`config.mk`:
```
export PLATFORM = sky130hd
export DESIGN_NAME = hyperbus_responder
export DESIGN_NICKNAME = d
export VERILOG_FILES = /design/src/rtl/hyperbus_responder.sv
export SDC_FILE = /design/constraint.sdc
export NUM_CORES = 1
export LEC_CHECK = 0
export CAP_MARGIN = 20
export CORE_MARGIN = 2
export CORE_UTILIZATION = 33
export CTS_CLUSTER_SIZE = 14
export DETAILED_ROUTE_END_ITERATION = 10
export PLACE_DENSITY = 0.55
export SETUP_SLACK_MARGIN = 0.05
export SYNTH_ARGS = -nofsm -noshare
export SYNTH_HDL_FRONTEND = slang
export SYNTH_SLANG_ARGS = --single-unit
```
`constraint.sdc`:
```
create_clock -name clk -period 6 [get_ports clk]
set_input_delay 1.2 -clock clk [delete_from_list [all_inputs] [get_ports clk]]
set_output_delay 1.2 -clock clk [all_outputs]
set_load 0.03 [all_outputs]
```
`src/rtl/hyperbus_responder.sv`:
```
// HyperBus-style memory responder: 48-bit CA capture, fixed read/write latency,
// 2**AW x 16 array, read-only ID0 and writable CR0 configuration register.
module hyperbus_responder #(
  parameter int          LATENCY = 6,
  parameter int          AW      = 6,
  parameter logic [15:0] ID0_VAL = 16'h0C81,
  parameter logic [15:0] CR0_RST = 16'h8F1F
) (
  input  logic        clk,
  input  logic        rst,
  input  logic        csn,
  input  logic        ck_en,
  input  logic [15:0] dq_in,
  input  logic        rwds_in,
  output logic [15:0] dq_out,
  output logic        dq_oe,
  output logic        rwds_out,
  output logic        rwds_oe,
  output logic        busy
);

  localparam logic [2:0] S_IDLE   = 3'd0;
  localparam logic [2:0] S_CA     = 3'd1;
  localparam logic [2:0] S_LAT    = 3'd2;
  localparam logic [2:0] S_RDATA  = 3'd3;
  localparam logic [2:0] S_WDATA  = 3'd4;
  localparam logic [2:0] S_REGW   = 3'd5;
  localparam logic [2:0] S_WAITCS = 3'd6;

  localparam int LW = $clog2(LATENCY + 1) + 1;

  logic [2:0]    state;
  logic [47:0]   ca;
  logic [47:0]   ca_next;
  logic [1:0]    ca_cnt;
  logic [LW-1:0] lat_cnt;
  logic [AW-1:0] addr;
  logic          is_rd;
  logic          is_reg;
  logic [15:0]   cr0;
  logic [15:0]   rd_val;
  logic          wr_en;
  logic [15:0]   mem [0:2**AW-1];

  // Only the low 32 bits are shifted onward; the top word is consumed via ca_next.
  logic unused_ca_hi;
  assign unused_ca_hi = ^ca[47:32];

  function automatic logic [AW-1:0] ca_addr(input logic [47:0] c);
    return {c[16+AW/2-1:16], c[AW-AW/2-1:0]};
  endfunction

  assign ca_next = {ca[31:0], dq_in};
  assign busy    = (state != S_IDLE);
  assign wr_en   = (state == S_WDATA) && !csn && ck_en && !rwds_in && !rst;

  // Register reads hold their captured address so the same value repeats.
  always_comb begin
    rd_val = mem[addr];
    if (is_reg) rd_val = (addr == '0) ? ID0_VAL : cr0;
  end

  always_ff @(posedge clk) begin
    if (wr_en) mem[addr] <= dq_in;
  end

  always_ff @(posedge clk) begin
    if (rst) begin
      state    <= S_IDLE;
      ca       <= '0;
      ca_cnt   <= '0;
      lat_cnt  <= '0;
      addr     <= '0;
      is_rd    <= 1'b0;
      is_reg   <= 1'b0;
      cr0      <= CR0_RST;
      dq_out   <= '0;
      dq_oe    <= 1'b0;
      rwds_out <= 1'b0;
      rwds_oe  <= 1'b0;
    end else if (state != S_IDLE && csn) begin
      state    <= S_IDLE;
      ca       <= '0;
      ca_cnt   <= '0;
      lat_cnt  <= '0;
      dq_oe    <= 1'b0;
      rwds_out <= 1'b0;
      rwds_oe  <= 1'b0;
    end else begin
      case (state)
        S_IDLE: begin
          if (!csn) begin
            state    <= S_CA;
            rwds_oe  <= 1'b1;
            rwds_out <= 1'b1;
          end
        end
        S_CA: begin
          if (ck_en) begin
            ca     <= ca_next;
            ca_cnt <= ca_cnt + 2'd1;
            if (ca_cnt == 2'd2) begin
              ca_cnt   <= '0;
              rwds_oe  <= 1'b0;
              rwds_out <= 1'b0;
              is_rd    <= ca_next[47];
              is_reg   <= ca_next[46];
              addr     <= ca_addr(ca_next);
              lat_cnt  <= '0;
              state    <= (ca_next[46] && !ca_next[47]) ? S_REGW : S_LAT;
            end
          end
        end
        S_LAT: begin
          if (lat_cnt == LW'(LATENCY)) begin
            if (is_rd) begin
              state    <= S_RDATA;
              dq_out   <= rd_val;
              dq_oe    <= 1'b1;
              rwds_oe  <= 1'b1;
              rwds_out <= 1'b1;
              if (!is_reg) addr <= addr + 1'b1;
            end else begin
              state <= S_WDATA;
            end
          end else begin
            lat_cnt <= lat_cnt + 1'b1;
          end
        end
        S_RDATA: begin
          if (ck_en) begin
            dq_out   <= rd_val;
            rwds_out <= 1'b1;
            if (!is_reg) addr <= addr + 1'b1;
          end else begin
            rwds_out <= 1'b0;
          end
        end
        S_WDATA: begin
          if (ck_en) addr <= addr + 1'b1;
        end
        S_REGW: begin
          if (ck_en) begin
            cr0   <= dq_in;
            state <= S_WAITCS;
          end
        end
        S_WAITCS: state <= S_WAITCS;
        default:  state <= S_IDLE;
      endcase
    end
  end

endmodule

```
==> flow_summary.json <==
{
  "synth_top_cell_area_share": 0.726,
  "dp_worst_setup_slack_ns": 0.596,
  "synth.area.top_cells": "edfxtp_1 73%, mux4_2 10%, mux2i_1 4.0%, dfxtp_1 3.1%, a22oi_1 1.2%",
  "drtPass1Iterations": 5,
  "ys.flop_type": "edfxtp_1",
  "die_h_um": 362,
  "io_buffers": 40,
  "yosys.area.top_type": "edfxtp_1",
  "grt_usage": 0.170,
  "top_register": "mem",
  "report.final.setup_viol": 0,
  "insertion_delay_ns": 0.70,
  "htree_levels": 3,
  "cts_resized": 0,
  "ys_warn_count": 0,
  "grt_max_degree": 75,
  "syn2layout_area_growth_pct": 14.6,
  "post_cts_buffers": 0,
  "route.detailed.wl_per_inst_um": 27.6,
  "path_delay_family": "simple AND/OR/NAND/NOR gates",
  "finalClockSkew_ns": 0.0236,
  "clk_pin_slew_worst_paths_ns": 0.06,
  "tightest_slew_ns": 1.08,
  "io_pins": 41,
  "finalCriticalPeriod_ns": 4.65,
  "hold_slack_ns": 0.464,
  "synth.avg_cell_area_um2": 19.1,
  "cts_made_buffers": 110,
  "fillers": 11530,
  "largestRegisters": "mem: 1024 flops, cr0: 16 flops, dq_out: 16 flops",
  "finalWeightedCongestion": 0.869,
  "hold_viol_final": 0,
  "layout_setup_ws_ns": 1.35,
  "yosysSeqAreaShare": 0.757,
  "slowest_delay_ns": 1.05,
  "total_power_mw": 16.8,
  "worstPathArrival_ns": 5.04,
  "p_per_area_mw_per_mm2": 345,
  "dpl.hpwl_um": 68600,
  "path_common_cell": "nand3_1",
  "fmax_ghz": 0.215,
  "ant_nets": 0,
  "p_leak_nw": 14.4,
  "die-area_mm2": 0.131,
  "crit_path_max_fanout": 11,
  "grt_remaining_overflow": 0,
  "rsz0062_at_grt": "false",
  "via_per_inst": 5.34,
  "status": "finished, final reports clean",
  "synth_cell_types": 59,
  "largest_reg_flops": 1024,
  "layout-drive-gt1-share": 0.203,
  "grt_pass1_vias": 22018,
  "crit_required_ns": 6.39,
  "period_share": 0.775,
  "nets": 2376,
  "antenna_found_initial": 2,
  "grt_pass1_wl_um": 162000,
  "ys_async_sr_fraction": 0,
  "multi_input_area_mm2": 0.00963,
  "cts_buffer_depth": 3,
  "vias": 21917,
  "end_kind": "register",
  "netlist_instances": 2216,
  "drt_iter0_drc": 2376,
  "start_kind": "primary input",
  "wl_um": 113000,
  "cts_tree": "yes",
  "final.setup.tns_ns": 0,
  "synth_nets": 2241,
  "initial_core_util": 0.332,
  "clkSinkCount": 1089,
  "hp-class": "register to register",
  "drc": 0,
  "worst_ir_drop_vdd_uv": 199,
  "cts_root_buf": "clkbuf_16",
  "crit_slowest_cell": "nand3_1",
  "num_rows": 131,
  "register_area_mm2": 0.0321,
  "maxCapViolations": 0,
  "ys_seq_elements": 1089,
  "crit_type": "primary input to register",
  "path_cells": "clkdlybuf4s50_1 -> nand3_1 -> nor4_1 -> nand3_1 -> nor2_1 -> buf_4",
  "maxSlewViolCount": 0,
  "die_x_um": 362,
  "mappedNetlistArea_mm2": 0.0424,
  "synth_edf_count": 1024,
  "slew_headroom": 0.277,
  "holdBufCountCts": 0,
  "core_area_mm2": 0.128,
  "critPathBufInv": 2
}
==> cells in the final DEF, fill, tap and decap left out, types with 13 or more instances in the layout <==
cell and instances:
clkbuf_1 18, edfxtp_1 1024, dfxtp_1 60, buf_4 105, o22ai_1 28, a211oi_1 26
a22oi_1 65, nand2_1 81, inv_1 13, nor2_1 127, buf_2 16, o21ai_0 32
clkbuf_16 111, a2111oi_0 19, mux4_2 193, clkinv_2 20, a21oi_1 72, nand3_1 40
nor2b_1 13, clkdlybuf4s50_1 24, clkinv_1 26, mux2i_1 168, o221ai_1 13
==> worst paths after layout <==
check / start / to / slack (ns) / cells after the start
worst max-delay path: ck_en / mem[41][13] / 1.35 / 6
worst min-delay path: ca[14] / ca[30] / 0.46 / 2
worst max register to register: state[0] / mem[41][13] / 1.61 / 6
worst min register to register: ca[14] / ca[30] / 0.46 / 2
==> layout make-up <==
class	instances	area share
clock buffers	132	0.0595
inverters	13	0.00101
clock inverters	68	0.0128
diodes	2	0.000103
multi-input cells	986	0.198
flip-flops and latches	1089	0.661
well taps	1662	0.0428
repair buffers	151	0.0250
==> routing by layer <==
layer,vias up,track usage,share of wire
met5,-,0,0
met4,0,0.0395,0.022
met3,138,0.0277,0.061
met2,774,0.285,0.49
met1,11652,0.233,0.43
li1,9353,-,-
==> cell usage after synthesis (all sizes together) (33+ instances only) <==
cell type	count
a22oi	65
buf	81
dfxtp	65
a21oi	72
nand3	40
edfxtp	1024
o21ai	33
mux4	194
nor2	128
nand2	81
clkbuf	47
mux2i	168
==> kinds of logic after synthesis <==
logic type / count (synthesis) / synth area share
xor gates and xnor gates: 4 / 0.000827
adders and majority gates: 4 / 0.00118
buffers and inverters: 141 / 0.0166
DFF: 1089 / 0.757
muxes: 365 / 0.144
and+or+nand+nor: 315 / 0.0332
AOI/OAI and AO/OA: 298 / 0.0480
==> worst reg2reg max path: cells and delay by family (launching register included) <==
kind | cells | cell delay (ns)
buffers and inverters | 1 | 0.33
DFF | 1 | 0.50
and+or+nand+nor | 5 | 3.26
==> where the power goes <==
part	internal (mW)	switching (mW)
Clock	3.81	2.87
Sequential	8.34	0.118
Combinational	0.625	1.00
Total	12.8	3.99
==> through the flow <==
step | util | instance area (um^2) | cells
global placement | 0.353 | 45000 | 3900
global route | 0.381 | 48500 | 4101
floorplan | - | 42400 | 2216
detailed placement | 0.353 | 45000 | 3900
finish | 0.381 | 48500 | 4103
CTS | 0.381 | 48500 | 4100
Power figures use the tool's default switching activity.
